$ cat config.mk
export PLATFORM = sky130hd
export DESIGN_NAME = mmu_bus_arbiter
export DESIGN_NICKNAME = d
export VERILOG_FILES = /design/src/rtl/mmu_bus_arbiter_pkg.sv /design/src/rtl/mmu_bus_watchdog.sv /design/src/rtl/mmu_bus_arbiter.sv
export SDC_FILE = /design/constraint.sdc
export NUM_CORES = 1
export LEC_CHECK = 0
export CAP_MARGIN = 20
export CORE_AREA = 3 3 125 127
export CTS_CLUSTER_DIAMETER = 30
export CTS_CLUSTER_SIZE = 40
export DETAILED_ROUTE_END_ITERATION = 10
export DIE_AREA = 0 0 128 130
export GPL_ROUTABILITY_DRIVEN = 0
export PLACE_DENSITY = 0.82
export SLEW_MARGIN = 20
export SYNTH_ARGS = -nofsm -noshare
export SYNTH_HDL_FRONTEND = slang
export SYNTH_SLANG_ARGS = --single-unit
$ cat constraint.sdc
create_clock -name clk -period 3.3 [get_ports clk]
set_input_delay 0.66 -clock clk [delete_from_list [all_inputs] [get_ports clk]]
set_output_delay 0.66 -clock clk [all_outputs]
set_load 0.01 [all_outputs]
$ cat src/rtl/mmu_bus_arbiter_pkg.sv
// Shared types for the MMU port arbiter: cbus request/response records,
// arbiter FSM states and requester identifiers.
package mmu_bus_arbiter_pkg;

    typedef struct packed {
        logic        valid;
        logic        write;
        logic [3:0]  be;
        logic [31:0] addr;
        logic [31:0] wdata;
    } cbus_req_t;

    typedef struct packed {
        logic        ready;
        logic        last;
        logic [31:0] data;
    } cbus_resp_t;

    typedef enum logic [1:0] {
        ARB_IDLE,
        ARB_GRANT,
        ARB_RELEASE
    } arb_state_t;

    localparam logic OWNER_I = 1'b0;
    localparam logic OWNER_D = 1'b1;

    // A walk is complete only on the final, accepted beat.
    function automatic logic resp_done(input cbus_resp_t r);
        return r.last & r.ready;
    endfunction

endpackage

$ cat src/rtl/mmu_bus_watchdog.sv
// Grant-duration watchdog: saturating cycle counter cleared on each new grant,
// with a sticky error flag that only reset clears.
module mmu_bus_watchdog
    import mmu_bus_arbiter_pkg::*;
#(
    parameter int TIMEOUT = 4095
) (
    input  logic clk,
    input  logic rst,
    input  logic start,
    input  logic active,
    output logic timeout_err
);

    localparam int CW = (TIMEOUT < 2) ? 1 : $clog2(TIMEOUT + 1);

    logic [CW-1:0] cnt_reg;
    logic [CW-1:0] cnt_next;
    logic [CW-1:0] cnt_inc;
    logic          timeout_reg;
    logic          timeout_next;

    always_comb begin
        cnt_inc = (cnt_reg == {CW{1'b1}}) ? cnt_reg : cnt_reg + CW'(1);
    end

    always_comb begin
        cnt_next     = cnt_reg;
        timeout_next = timeout_reg;
        if (start) begin
            cnt_next = '0;
        end else if (active) begin
            cnt_next = cnt_inc;
            // The flag rises at the end of the TIMEOUT-th grant cycle.
            if ((TIMEOUT != 0) && (cnt_inc == CW'(TIMEOUT))) begin
                timeout_next = 1'b1;
            end
        end
    end

    always_ff @(posedge clk or posedge rst) begin
        if (rst) begin
            cnt_reg     <= '0;
            timeout_reg <= 1'b0;
        end else begin
            cnt_reg     <= cnt_next;
            timeout_reg <= timeout_next;
        end
    end

    assign timeout_err = timeout_reg;

endmodule

$ cat src/rtl/mmu_bus_arbiter.sv
// Two-master arbiter in front of the MMU port: grants fetch or data access one
// walk at a time, holds the latched request stable and routes completion back.
module mmu_bus_arbiter
    import mmu_bus_arbiter_pkg::*;
#(
    parameter int RR_EN   = 1,
    parameter int TIMEOUT = 4095
) (
    input  logic       clk,
    input  logic       rst,
    input  cbus_req_t  ireq,
    output cbus_resp_t iresp,
    output logic       iexc,
    input  cbus_req_t  dreq,
    output cbus_resp_t dresp,
    output logic       dexc,
    output cbus_req_t  mreq,
    input  cbus_resp_t mresp,
    input  logic       mmu_exc,
    output logic       owner,
    output logic       busy,
    output logic       timeout_err
);

    arb_state_t state_reg, state_next;
    cbus_req_t  req_reg, req_next;
    logic       owner_reg, owner_next;
    logic       rr_ptr_reg, rr_ptr_next;
    logic       abort_reg, abort_next;

    logic       in_grant;
    logic       any_valid;
    logic       both_valid;
    logic       winner;
    logic       grant_start;
    logic       route_resp;
    logic       route_exc;
    logic [1:0] valid_vec;
    logic [1:0] exc_vec;
    cbus_resp_t resp_vec [2];

    function automatic logic pick_winner(input logic iv, input logic dv, input logic rr);
        if (iv && dv) begin
            return (RR_EN != 0) ? rr : OWNER_D;
        end else if (dv) begin
            return OWNER_D;
        end
        return OWNER_I;
    endfunction

    assign valid_vec   = {dreq.valid, ireq.valid};
    assign any_valid   = ireq.valid | dreq.valid;
    assign both_valid  = ireq.valid & dreq.valid;
    assign winner      = pick_winner(ireq.valid, dreq.valid, rr_ptr_reg);
    assign in_grant    = (state_reg == ARB_GRANT);
    assign grant_start = (state_reg == ARB_IDLE) && any_valid;

    always_comb begin
        state_next  = state_reg;
        req_next    = req_reg;
        owner_next  = owner_reg;
        rr_ptr_next = rr_ptr_reg;
        abort_next  = abort_reg;
        case (state_reg)
            ARB_IDLE: begin
                if (any_valid) begin
                    req_next   = (winner == OWNER_D) ? dreq : ireq;
                    owner_next = winner;
                    abort_next = 1'b0;
                    if ((RR_EN != 0) && both_valid) begin
                        rr_ptr_next = ~winner;
                    end
                    state_next = ARB_GRANT;
                end
            end
            ARB_GRANT: begin
                // Owner gave up mid-walk; finish the walk but drop its result.
                if (!valid_vec[owner_reg]) begin
                    abort_next = 1'b1;
                end
                if (mmu_exc || resp_done(mresp)) begin
                    state_next = ARB_RELEASE;
                end
            end
            ARB_RELEASE: begin
                state_next = ARB_IDLE;
            end
            default: begin
                state_next = ARB_IDLE;
            end
        endcase
    end

    always_ff @(posedge clk or posedge rst) begin
        if (rst) begin
            state_reg  <= ARB_IDLE;
            req_reg    <= '0;
            owner_reg  <= OWNER_I;
            rr_ptr_reg <= OWNER_I;
            abort_reg  <= 1'b0;
        end else begin
            state_reg  <= state_next;
            req_reg    <= req_next;
            owner_reg  <= owner_next;
            rr_ptr_reg <= rr_ptr_next;
            abort_reg  <= abort_next;
        end
    end

    always_comb begin
        mreq = '0;
        if (in_grant) begin
            mreq       = req_reg;
            mreq.valid = 1'b1;
        end
    end

    // Exception takes precedence over a completing beat in the same cycle.
    assign route_exc  = in_grant && mmu_exc && !abort_reg;
    assign route_resp = in_grant && !mmu_exc && resp_done(mresp) && !abort_reg;

    genvar gi;
    generate
        for (gi = 0; gi < 2; gi++) begin : g_route
            assign resp_vec[gi] = (route_resp && (owner_reg == 1'(gi))) ? mresp : '0;
            assign exc_vec[gi]  = route_exc && (owner_reg == 1'(gi));
        end
    endgenerate

    assign iresp = resp_vec[OWNER_I];
    assign dresp = resp_vec[OWNER_D];
    assign iexc  = exc_vec[OWNER_I];
    assign dexc  = exc_vec[OWNER_D];
    assign owner = owner_reg;
    assign busy  = (state_reg != ARB_IDLE);

    mmu_bus_watchdog #(
        .TIMEOUT (TIMEOUT)
    ) u_wdog (
        .clk         (clk),
        .rst         (rst),
        .start       (grant_start),
        .active      (in_grant),
        .timeout_err (timeout_err)
    );

endmodule

======== Yosys cells after proc, flatten, opt, wreduce, memory -nomap -nowiden ========
Index checks and enable logic that the tools add are counted.
storage, ports and cells
  bits of input ports ..................... 177
  bits in registers ....................... 87
cells by class
  mux-type cells .......................... 20
  add/sub/neg operators ................... 1
  bitwise gates (word level) .............. 6
  $lt $le $gt $ge ......................... 1
  reduce and logical (&&, ||, !) cells .... 23
  equality and inequality tests ........... 6
operator list
  cell                   count
  $mux 70                1
  $mux 69                1
  $mux 34                2
  $mux 12                3
  $eq 12x12->1 const B   2
  $add 12x1->12 const B  1
  $logic_and 1x1->1      11
  $mux 1                 9
  $reduce_and 3->1       3
  $reduce_bool 2->1      3
  $mux 2                 2
  $ne 2x2->1 const B     2
  $pmux 2 s2             1
  $reduce_and 2->1       2
  $not 1->1              3
  $and 1x1->1            2
  $eq 2x1->1 const B     1
  $logic_not 1->1        2
  $logic_not 2->1        1
  $lt 1x2->1 const B     1
  $ne 2x1->1 const B     1
  $pmux 1 s2             1
  $logic_or 1x1->1       1
  $or 1x1->1             1

======== Logic depth before layout (Yosys ltp) ========
Gate-level depths: netlist (run 1).
  word-level depth ........................ 6
  mapped depth ............................ 7

======== Hierarchy ========
From an unflattened synthesis (run 1), not the netlist that was laid out.
unflattened totals
  cells, all modules ...................... 671
  area, all modules ....................... 5536.6 µm²
modules (own cells, without submodules)
  module            area each (µm²)  cells an instance  times used
  mmu_bus_arbiter   4679.5           581                1
  mmu_bus_watchdog  857.1            90                 1

======== Worst setup path after synthesis (run 1) ========
OpenSTA, ideal clock, no wires.
  path type ............................... input to output
  start point ............................. input port mmu_exc
  end point ............................... output port iresp[23] (netlist bit)
  cell stages on the path ................. 4
  data arrival time ....................... 1.619 ns
  data required time ...................... 2.640 ns
  setup slack ............................. 1.021 ns
  buffers on the path ..................... 1
  cells stage by stage .................... nor4_4 > and2b_1 > buf_2 > and2_1
RTL lines
  what             RTL line               source
  start, declared  mmu_bus_arbiter.sv:19  input logic mmu_exc,
  end, declared    mmu_bus_arbiter.sv:12  output cbus_resp_t iresp,

==> reports/metrics.yaml, run 1 <==
outcome:
  status: "complete, no violations"
drt:
  met3_length_um: 1440
  antenna_left: 0
  drtPass1Iterations: 5
  viasPerCell: 4.83
  wl_met2_um: 9010
  drc: 0
  top_layer_used: "met4"
  drt_iter0_drc: 134
  vias: 5110
  wl_met1_um: 6160
  routed_wl_um: 17000
  avgRoutedWirePerCell_um: 16.1
sta:
  hold_viol_final: 0
  rsz0062_at_grt: "no"
  max_freq_mhz: 314
  relSlewSlack_pct: 52.5
  finalSetupViolations: 0
  tightest_slew_ps: 712
  finalCritPeriodShare_pct: 96.4
  fin_tns_setup_ps: 0
  clock_skew_ps: 12.5
  slew_viol_final: 0
  min_period_ps: 3180
critical_path:
  timing.rr.end: "u_wdog.timeout_err"
  cp.arrival_ps: 2520
  critPathLaunchType: "input port"
  cp_slowest_stage_delay_ps: 540
  path_class: "input port to output pin"
  cp_slowest_cell: "clkdlybuf4s50_1"
  crit_required_ps: 2640
  crit_top_cell: "clkdlybuf4s50_1"
  regToRegSetupSlack_ps: 1270
  crit_end: "iresp[0]"
  crit_path_start: "mmu_exc"
  reg2reg_depth: 6
  timing.rr.start: "u_wdog.cnt_reg[0]"
  path_cells: "clkdlybuf4s50_1, nor4_4, and2b_1, buf_12, and2_1, clkdlybuf4s50_1"
  cp_max_fo: 33
  end_kind: "output pin"
cells_and_area:
  fin_util_pct: 60.6
  area_growth_pct: 70.3
  layout_commonest_cell: "clkdlybuf4s50_1"
  drive_gt1_share_pct: 4.46
  largest_reg_flops: 69
  num_antenna_cells: 0
  final_nets: 1048
  n_fill_cell: 1287
  final_cell_mix: "clkdlybuf4s50_1, and2_1, dfrtp_1"
logic_synthesis:
  ys_types: 45
  synth_area_sq_mm: 0.00517
  synth_seq_cells: 87
  synth_edf_count: 0
  synth_top_family_by_area: "simple AND/OR/NAND/NOR gates"
  yosys.area_share.xor_xnor_pct: 0.338
  synthCells: 576
  yosysTopAreaCell: "dfrtp_1"
  syn_nets: 754
  muxShareOfSynthArea_pct: 13.3
  synth_area_leaders: "dfrtp_1, mux2i_1, and2_1"
  syn_avg_cell_area_sq_um: 8.98
  yosysWarnings: 0
  synthSimpleGateAreaFrac_pct: 27.0
  synthAdderAreaFrac_pct: 0.242
  ys_seq_area_share_pct: 42.1
  synth_top_area_share_pct: 42.1
  synth_compound_area_share_pct: 12.2
  async_flop_share_pct: 100
  synth_ff_type: "dfrtp_1"
clock_network:
  cts_hold_buf: 0
  cts.sinks: 87
  clk_latency_ps: 330
  cts_tree: "done"
  numCtsBuffers: 9
  clockBufferDepth: 2
  postCtsSetupRepairBufs: 0
  clkSlewWorstSetupHoldPaths_ps: 60
  h-tree-depth: 3
  root_buffer: "clkbuf_16"
  cts_resized: 0
power_and_ir_drop:
  p_per_area_mw_per_mm2: 618
  pwr-share-seq_pct: 32.6
  power.share.clock_pct: 17.7
  max-vdd-ir-drop_mv: 0.327
  p_leak_nw: 3.96
  p_int_mw: 3.43
  pwr-share-comb_pct: 49.7
  switchingPower_mw: 2.01
  p_sw_share_pct: 37.0
global_routing:
  grt_pass1_vias: 4918
  grt_antenna_before_repair: 0
  grt_pass1_wl_um: 25400
  grt_max_degree: 73
  grt_overflow: 0
  grtUsageTotal_pct: 19.2
floorplanning:
  die-area_sq_mm: 0.0166
  die_h_um: 130
  num_rows: 44
  start_util_pct: 35.6
  core_area_sq_mm: 0.0145
  ios: 320
  die_x_um: 128
worst_hold_path:
  hold_class: "register to register"
run:
  maxCapViolations: 0
placed_design:
  place.detailed.hpwl_um: 13600
  port_buffers: 319
-- worst min-delay path by stage --
stage,slack (ps),cells past startpoint,start,to
after floorplan,440,1,rr_ptr_reg,rr_ptr_reg
after global placement,450,2,req_reg[32],req_reg[32]
after detailed placement,460,2,req_reg[18],req_reg[18]
after CTS,480,2,req_reg[43],req_reg[43]
after global routing,490,1,u_wdog.timeout_err,u_wdog.timeout_err
final,470,2,req_reg[41],req_reg[41]
-- final cells by class --
cell class / count / area [sq um] / share of cell area [%]
Multi-Input combinational cell: 436 / 2780 / 31.5
Sequential cell: 87 / 2180 / 24.7
Clock buffer: 10 / 239 / 2.71
Timing Repair Buffer: 330 / 3330 / 37.7
Inverter: 6 / 23.8 / 0.270
Tap cell: 184 / 230 / 2.61
Clock inverter: 6 / 43.8 / 0.497
-- cell families (layout without fill, tap and decap cells) --
kind of cell | count (synthesis) | in the layout
xor gates and xnor gates | 2 | 2
DFF | 87 | 87
AOI/OAI and AO/OA | 113 | 113
muxes | 69 | 69
adders and majority gates | 1 | 1
and+or+nand+nor | 251 | 251
buffers and inverters | 53 | 352
-- critical path, delay by kind of cell --
family | cells | cell delay (ps)
AND/OR/NAND/NOR | 3 | 660
buffers and inverters | 3 | 1200
-- cells in the mapped netlist, types with 2 or more instances --
cell        n
inv_1       6
and3_1     37
nand3_1     6
nand2_1    79
buf_2       7
buf_4       7
clkbuf_2    3
nor2_1     10
xnor2_1     2
a211oi_1    2
nor2b_1     2
a22o_1      4
a21oi_1     8
o21ai_0    81
a41oi_1     3
o21ai_1     2
mux2i_1    69
a31oi_1     3
and2_1    104
and4_1      2
buf_1       3
dfrtp_1    87
clkbuf_1   26
o22ai_1     2
-- power by group through the flow --
stage	registers, mW	clock network (mW)	logic, mW
after detailed placement	1.80	0	2.76
after CTS	1.78	1.00	2.76
after global placement	1.77	0	2.72
final	1.77	0.963	2.71
after global routing	1.84	1.04	2.99
after floorplan	1.72	0	1.49
-- metrics by stage --
stage / area (sq um) / total power [mW] / cells / worst slack (ps) / hold slack, ps
floorplan: 5170 / 3.21 / 576 / 390 / 440
detailed placement: 8530 / 4.56 / 1043 / 100 / 462
finish: 8810 / 5.45 / 1059 / 120 / 468
CTS: 8810 / 5.54 / 1059 / 90.8 / 477
global route: 8810 / 5.87 / 1059 / 21.2 / 492
global placement: 8530 / 4.49 / 1043 / 135 / 452
-- routing by layer --
metal	up-vias	global-route usage, %
met1	2312	20.5
li1	2560	-
met3	21	5.53
met2	217	36.7
met4	0	5.74
met5	-	0
(Power assumes the default switching activity.)
==> inputs of run 2 (changes only) <==
- SKIP_CTS_REPAIR_TIMING: default -> 1
==> results of run 2 <==
Final layout, timing and power as in run 1 (identical DEF).
==> inputs of run 3 (changes only) <==
- HOLD_SLACK_MARGIN: default -> 0.15
==> results of run 3 <==
Final layout, timing and power as in run 1 (identical DEF).
